===== src/rtl/dbus_arbiter.sv =====
// dbus_arbiter -- shares the CPU data bus between two masters.
//
// Master 0 is the RISC-V core and master 1 is the DMA / UART loader. The
// arbiter sits in front of the rbus/wbus decode and the read mux. The grant
// is combinational, so an access with no competitor costs no extra cycles.
// When both masters request in the same cycle, a round-robin pointer picks
// the winner. Master 1 can lock the bus, but only for bounded bursts while
// master 0 is waiting.
//
// Ports
//   clk, rstn            clock; asynchronous active-low reset
//   m0_rd/raddr          master 0 read request and address
//   m0_wr/waddr/wdata/wstrb  master 0 write request, address, data, strobes
//   m0_rdata             master 0 read data (fixed one-cycle latency)
//   m0_stall             master 0 must hold its request this cycle
//   m1_rd/raddr          master 1 read request and address
//   m1_wr/waddr/wdata/wstrb  master 1 write request, address, data, strobes
//   m1_lock              master 1 wants to keep ownership on following cycles
//   m1_gnt               master 1 request accepted this cycle
//   m1_rdata, m1_rvalid  master 1 read data and its valid flag
//   bus_rd/raddr         read channel toward the data bus
//   bus_wr/waddr/wdata/wstrb  write channel toward the data bus
//   bus_rdata            read mux data, valid one cycle after bus_rd
module dbus_arbiter #(
  parameter int LOCK_MAX = 16
) (
  input  logic        clk,
  input  logic        rstn,
  input  logic        m0_rd,
  input  logic [31:0] m0_raddr,
  input  logic        m0_wr,
  input  logic [31:0] m0_waddr,
  input  logic [31:0] m0_wdata,
  input  logic [3:0]  m0_wstrb,
  output logic [31:0] m0_rdata,
  output logic        m0_stall,
  input  logic        m1_rd,
  input  logic [31:0] m1_raddr,
  input  logic        m1_wr,
  input  logic [31:0] m1_waddr,
  input  logic [31:0] m1_wdata,
  input  logic [3:0]  m1_wstrb,
  input  logic        m1_lock,
  output logic        m1_gnt,
  output logic [31:0] m1_rdata,
  output logic        m1_rvalid,
  output logic        bus_rd,
  output logic [31:0] bus_raddr,
  output logic        bus_wr,
  output logic [31:0] bus_waddr,
  output logic [31:0] bus_wdata,
  output logic [3:0]  bus_wstrb,
  input  logic [31:0] bus_rdata
);

  typedef enum logic [1:0] {
    S_IDLE    = 2'd0,
    S_LOCKED  = 2'd1,
    S_RELEASE = 2'd2
  } lock_state_t;

  typedef enum logic [1:0] {
    OWN_NONE = 2'd0,
    OWN_M0   = 2'd1,
    OWN_M1   = 2'd2
  } rd_owner_t;

  localparam logic [7:0] LOCK_LAST = 8'(LOCK_MAX - 1);

  lock_state_t state;
  rd_owner_t   rd_owner;
  logic [7:0]  lock_cnt;
  logic        prio;

  logic req0, req1, gnt0, gnt1, contended;

  // ---- Stage 0: combinational grant and bus multiplexing ----
  assign req0      = m0_rd | m0_wr;
  assign req1      = m1_rd | m1_wr;
  assign contended = req0 & req1;

  // Master 1 wins if it is the only requester. Under contention it wins
  // while LOCKED. In RELEASE it never wins. Otherwise prio decides.
  assign gnt1 = req1 & (~req0 | (state == S_LOCKED) |
                        ((state != S_RELEASE) & prio));
  assign gnt0 = req0 & ~gnt1;

  assign m0_stall = req0 & ~gnt0;
  assign m1_gnt   = req1 & gnt1;

  always_comb begin
    bus_rd    = 1'b0;
    bus_raddr = '0;
    bus_wr    = 1'b0;
    bus_waddr = '0;
    bus_wdata = '0;
    bus_wstrb = '0;
    if (gnt0) begin
      bus_rd    = m0_rd;
      bus_raddr = m0_raddr;
      bus_wr    = m0_wr;
      bus_waddr = m0_waddr;
      bus_wdata = m0_wdata;
      bus_wstrb = m0_wstrb;
    end else if (gnt1) begin
      bus_rd    = m1_rd;
      bus_raddr = m1_raddr;
      bus_wr    = m1_wr;
      bus_waddr = m1_waddr;
      bus_wdata = m1_wdata;
      bus_wstrb = m1_wstrb;
    end
  end

  // ---- Stage 1: registered arbitration state and read ownership ----
  always_ff @(posedge clk or negedge rstn) begin
    if (!rstn) begin
      prio     <= 1'b0;
      state    <= S_IDLE;
      lock_cnt <= '0;
      rd_owner <= OWN_NONE;
    end else begin
      // The loser of a contended cycle is favoured next time.
      if (contended)
        prio <= gnt0;

      // Record which master owns the read whose data returns next cycle.
      if (gnt0 && m0_rd)
        rd_owner <= OWN_M0;
      else if (gnt1 && m1_rd)
        rd_owner <= OWN_M1;
      else
        rd_owner <= OWN_NONE;

      case (state)
        S_IDLE: begin
          if (gnt1 && m1_lock) begin
            state    <= S_LOCKED;
            lock_cnt <= '0;
          end
        end
        S_LOCKED: begin
          if (!m1_lock || !req1) begin
            state <= S_IDLE;
          end else if (req0) begin
            // Count only the cycles that master 0 spends waiting.
            if (lock_cnt == LOCK_LAST)
              state <= S_RELEASE;
            else
              lock_cnt <= lock_cnt + 8'd1;
          end
        end
        S_RELEASE: begin
          if (m1_lock) begin
            state    <= S_LOCKED;
            lock_cnt <= '0;
          end else begin
            state <= S_IDLE;
          end
        end
        default: state <= S_IDLE;
      endcase
    end
  end

  // ---- Stage 2: read data return, steered by the registered owner ----
  assign m0_rdata  = (rd_owner == OWN_M0) ? bus_rdata : 32'h0;
  assign m1_rdata  = (rd_owner == OWN_M1) ? bus_rdata : 32'h0;
  assign m1_rvalid = (rd_owner == OWN_M1);

endmodule


===== config.mk =====
export PLATFORM = sky130hd
export DESIGN_NAME = dbus_arbiter
export DESIGN_NICKNAME = d
export VERILOG_FILES = /design/src/rtl/dbus_arbiter.sv
export SDC_FILE = /design/constraint.sdc
export NUM_CORES = 1
export LEC_CHECK = 0
export ABC_AREA = 1
export BUFFER_PORTS_ARGS = -buffer_cell sky130_fd_sc_hd__buf_2
export CELL_PAD_IN_SITES_DETAIL_PLACEMENT = 1
export CELL_PAD_IN_SITES_GLOBAL_PLACEMENT = 1
export CORE_MARGIN = 10
export CORE_UTILIZATION = 14
export CTS_BUF_LIST = sky130_fd_sc_hd__clkbuf_4
export CTS_CLUSTER_SIZE = 25
export DETAILED_ROUTE_END_ITERATION = 6
export GPL_TIMING_DRIVEN = 0
export PLACE_DENSITY_LB_ADDON = 0.1
export SYNTH_ARGS = -nofsm -noshare
export SYNTH_HDL_FRONTEND = slang
export SYNTH_SLANG_ARGS = --single-unit
export TNS_END_PERCENT = 20

===== constraint.sdc =====
create_clock -name clk -period 1.5 [get_ports clk]
set_clock_uncertainty 0.15 [all_clocks]
set_input_delay 0 -clock clk [delete_from_list [all_inputs] [get_ports clk]]
set_output_delay 0 -clock clk [all_outputs]
set_load 0.005 [all_outputs]

* Yosys cells after proc, flatten, opt, wreduce, memory -nomap -nowiden
Index checks and enable logic that the tools add are counted.
** Storage, ports and cells
- Register bits after elaboration :: 13
- Bits of input ports :: 239
- Output and inout bits :: 169
- Logic and storage cells :: 69
** Operators by class
- Add/sub/neg operators :: 1
- Equal/unequal tests :: 13
- Mux-type cells :: 28
- Bitwise logic cells :: 13
- Reductions and logical operators :: 10
** Operator list (count)
- $mux 32 :: 8
- $mux 8 :: 5
- $pmux 8 s3 :: 1
- $mux 2 :: 6
- $ne 2x2->1 const B :: 6
- $add 8x1->8 const B :: 1
- $eq 8x4->1 const B :: 1
- $mux 4 :: 2
- $and 1x1->1 :: 6
- $pmux 2 s3 :: 1
- $reduce_and 6->1 :: 1
- $mux 1 :: 5
- $eq 2x1->1 const B :: 2
- $eq 2x2->1 const B :: 2
- $or 1x1->1 :: 4
- $logic_and 1x1->1 :: 3
- $ne 3x1->1 const B :: 1
- $ne 3x2->1 const B :: 1
- $not 1->1 :: 3
- $reduce_and 3->1 :: 1
- $reduce_bool 3->1 :: 1
- $logic_not 1->1 :: 2
- $logic_not 2->1 :: 1
- $logic_or 1x1->1 :: 1

* Longest topological paths before layout
- Word-level depth :: 9
- Mapped depth :: 10
- Gate-level depth less buffers :: 9

* Least setup slack after synthesis
No wires, ideal clock.
- Path kind :: register -> register
- From :: reg lock_cnt[0]
- To :: reg lock_cnt[0]
- Setup time :: 67 ps
- Data arrival time :: 1300 ps
- Path slack :: -17 ps
- Stages on the path, launching flop included :: 9
- Period minus slack after synthesis :: 1517 ps
- Path through :: dfrtp_1 ha_1 nand2_1 nor2_1 nand4_1 nand2_1 nor2_1 nand3_1 nand2_1
** Between the ends
- Cells in the longest elaborated chain, start to end :: 5
- Elaborated cells on any way between the ends :: 8
- Classes of those cells :: add/sub: 1; eq/ne: 2; mux: 4; reduce/logical: 1
** Ends and longest elaborated chain
- start: declaration :: RTL line 72 : logic [7:0] lock_cnt;
- start signal: assignment :: RTL line 150 : lock_cnt <= lock_cnt + 8'd1;
- $add 8x1->8 :: RTL line 150
- $mux 8 :: RTL line 147 : if (lock_cnt == LOCK_LAST)
- $mux 8 :: RTL line 145 : end else if (req0) begin
- $mux 8 :: RTL line 143 : if (!m1_lock || !req1) begin
- $pmux 8 s3 :: RTL line 135 : case (state)
Several ways; a longest one is shown, not always the timed one. The select of a mux whose other input is x is not followed.
A chain may end at the register's enable or synchronous reset.

* Worst setup path after layout
- From :: reg state[0]
- To :: out bus_raddr[30]
** Between the ends
- Cells in the longest elaborated chain, start to end :: 7
- Elaborated cells on any way between the ends :: 10
- Classes of those cells :: eq/ne: 2; mux: 2; bitwise: 6
** Ends and longest elaborated chain
- start: declaration :: RTL line 70 : lock_state_t state;
- start signal: assignment :: RTL line 119 : state <= S_IDLE;
- start signal: assignment :: RTL line 138 : state <= S_LOCKED;
- start signal: assignment :: RTL line 144 : state <= S_IDLE;
- $eq 2x1->1 / $ne 2x2->1 (equally long branches) :: RTL line 84, 85
- $or 1x1->1 / $and 1x1->1 (equally long branches) :: RTL line 84, 85
- $or 1x1->1 (*) :: RTL line 84 : assign gnt1 = req1 & (~req0 | (state == S_LOCKED) |
- $and 1x1->1 (*) :: RTL line 84
- $not 1->1 :: RTL line 86 : assign gnt0 = req0 & ~gnt1;
- $and 1x1->1 :: RTL line 86
- $mux 32 (*) :: RTL line 98 : if (gnt0) begin
- end: declaration :: RTL line 48 : output logic [31:0] bus_raddr,
Mark *: on every way between the ends. The rest lies on a longest branch, timed or not.

==> impl_metrics.csv <==
group,metric,value,unit
die,coreArea,0.01821,mm²
sta,setup_viol,112,
place,routabilityCongestion,0.7848,
routing,drt_iter0_drc,191,
synthesis,yosys_warnings,0,
pwr,p_per_area,929.4,mW/mm²
sta,slew_headroom,55.93,%
synthesis,ys_types,23,
job,cap_viol_max_count,0,
pwr,p_leak,3.606,nW
routing,ant_nets,0,
finish,drive_above_1_share,48.26,%
sta,final-max-slew-violation-count,0,
setup_path,r2r-start,"lock_cnt[0]",
routing,viasPerCell,4.263,
synthesis,yosys.area.top_type,"nand2_1",
global_routing,grt-ovfl-total,0,
setup_path,crit_chain,"inv_2 -> nor2_2 -> nor2_1 -> nand2_2 -> nand2_4 -> buf_12 -> buf_6 -> nand3_1 -> nand2_1 -> buf_2",
clocking,cts_tree,"done",
synthesis,synth_area_leaders,"nand2_1 34%, nand3_1 21%, dfrtp_1 12%",
die,row_count,49,
routing,dr.pass1.iters,4,
finish,nFillCells,2533,
routing,totalWireLength,23960,µm
place,post-place-ws,-0.3154,ns
global_routing,grt_max_degree,14,
synthesis,synth_fp_nets,795,
die,die_y,156.8,µm
clocking,clk_path_buf_depth,2,
min_path,hp-start,"m1_wr",
die,start_util,14.39,%
synthesis,ys_ff_latch,13,
synthesis,ys_seq_area_share,12.42,%
outcome,status,"finished, violations left",
sta,tightest_slew,0.6610,ns
sta,fmax,517.5,MHz
global_routing,antenna_found_initial,4,
global_routing,grt_pass1_vias,5431,
global_routing,grt_use_total,17.59,%
setup_path,end_kind,"output port",
finish,synthToLayoutAreaGrowth,103.2,%
clocking,clock_latency,0.29,ns
routing,avgRoutedWirePerCell,19.86,µm
clocking,cts_num_sinks,13,
place,hpwl,21240,µm
synthesis,yosysTopAreaCellShare,34.10,%
setup_path,crit_slowest_cell,"dfrtp_1",
sta,tns,-37.39,ns
finish,final-seq-area,325.3,µm²
finish,multi_input_area,0.001963,mm²
clocking,h-tree-depth,1,
sta,hold_ws,-0.01183,ns
clocking,cts_buffers,3,
pwr,peakVddDrop,0.2677,mV
setup_path,crit_arrival,1.78,ns
sta,rsz0062_at_grt,"yes",
die,die-area,0.02459,mm²
die,dieWidth,156.8,µm
place,io_buffers,407,
global_routing,grt_first_pass_wirelength,33590,µm
setup_path,critPathMaxStageDelay,0.43,ns
setup_path,worstSetupPathType,"reg2out",
setup_path,cp_data_required_time,1.35,ns
synthesis,synthesis.area,0.002620,mm²
sta,hold_viol,1,
clocking,cts-root-buf,"clkbuf_4",
routing,vias,5141,
outcome,violations,"negative hold slack, negative setup slack",
setup_path,startpoint,"state[0]",
sta,finalCriticalPeriod,1.932,ns
die,ios,408,
setup_path,start_kind,"flip-flop",
clocking,path_clk_slew,0.10,ns
sta,fin_crit_sh,128.8,%
sta,setup_ws,-0.4322,ns
routing,drc,0,
min_path,holdCritPathClass,"in2reg",
setup_path,critPathMaxFanout,10,
synthesis,avgSynthCellArea,4.721,µm²
synthesis,synthCells,555,
finish,final_nets,1217,
==> timing repair <==
| item | CTS | global route |
|---|---|---|
| hold buffers | 5 | 1 |
| hold endpoints to repair | 18 | 13 |
| gates cloned | 0 | 0 |
| buffers inserted | 4 | 0 |
| resized for setup | 63 | 22 |
| setup endpoints to repair | 174 | 172 |
| pin swaps | 1 | 2 |
==> logic make-up after synthesis <==
| kind of cell | synth area share, % |
|---|---|
| AND/OR/NAND/NOR | 69.20 |
| flip-flops | 12.42 |
| AO/OA/AOI/OAI | 1.623 |
| XOR/XNOR | 0.6687 |
| adder cells (fa/ha/maj) | 0.4775 |
| buffers and inverters | 15.62 |
==> per-stage QoR <==
stage | total power, W | cell area (µm²) | utilization (%) | std cells
2_1_floorplan | 0.002344 | 2623 | - | 555
3_3_place_gp | 0.004372 | 4946 | 27.16 | 1191
3_5_place_dp | 0.004362 | 4946 | 27.16 | 1191
4_1_cts | 0.005015 | 5256 | 28.87 | 1204
5_1_grt | 0.005504 | 5323 | 29.23 | 1206
6_report | 0.004947 | 5323 | 29.23 | 1206
==> critical path: cells and delay by family, from the launching register on <==
| family | cells | cell delay, ns |
|---|---|---|
| buf+inv | 4 | 0.49 |
| flops | 1 | 0.43 |
| simple gates | 6 | 0.55 |
==> cells in the mapped netlist <==
| library cell | n |
|---|---|
| a21oi_1 | 3 |
| buf_1 | 2 |
| buf_2 | 12 |
| buf_4 | 11 |
| buf_6 | 1 |
| clkbuf_1 | 14 |
| dfrtp_1 | 13 |
| ha_1 | 1 |
| inv_1 | 50 |
| inv_2 | 2 |
| nand2_1 | 238 |
| nand2_2 | 1 |
| nand3_1 | 112 |
| nand3_2 | 1 |
| nand4_1 | 3 |
| nor2_1 | 81 |
| nor3_1 | 1 |
| nor3b_1 | 2 |
| o21ai_0 | 3 |
| o21ai_1 | 1 |
| o21bai_1 | 1 |
| xnor2_1 | 1 |
| xor2_1 | 1 |
==> power by group <==
| part | internal [W] | switching, W |
|---|---|---|
| combinational | 0.00184 | 0.00237 |
| sequential | 0.000422 | 0.0000730 |
| clock | 0.0000991 | 0.000141 |
==> sequential cells by signal (all words and copies together) (netlist names) <==
register,flops
prio,1
lock_cnt,8
state,2
rd_owner,2
==> layout by cell type (no fill, tap or decap), drive strengths merged <==
cell	instances
dfrtp	13
buf	443
dlygate4sd3	6
ha	1
nor3b	2
nand2	239
o21ai	4
nor2	81
xor2	1
nor3	1
diode	1
nand4	3
inv	52
nand3	113
clkbuf	11
o21bai	1
clkinv	1
a21oi	3
xnor2	1
==> layer usage <==
layer,GRT usage [%],up-vias,part of all wire [%]
li1,-,2555,-
met1,16.81,2320,35
met2,35.10,245,54
met3,7.182,15,11
met4,1.888,6,0.59
met5,0,-,0.20
==> path summary, 6_finish.rpt <==
kind                       depth (start not counted)  slack (ns)            end
setup / recovery                                  10       -0.43  bus_raddr[30]
max in group asynchronous                          3        0.45    lock_cnt[4]
min in group asynchronous                          3        0.50           prio
setup reg to reg                                   8       -0.03    lock_cnt[4]
hold reg to reg                                    2        0.37           prio
hold / removal                                     5       -0.01           prio
==> area by class of cell <==
class	count	share of cell area (%)
clock buffers	3	0.4231
flip-flops and latches	13	6.112
plain buffers	40	7.193
multi-input cells	450	36.88
repair buffers	417	40.20
well taps	229	5.383
inverters	52	3.667
clock inverters	1	0.09403
diodes	1	0.04701
No activity file was read; power rests on OpenSTA's default activity.
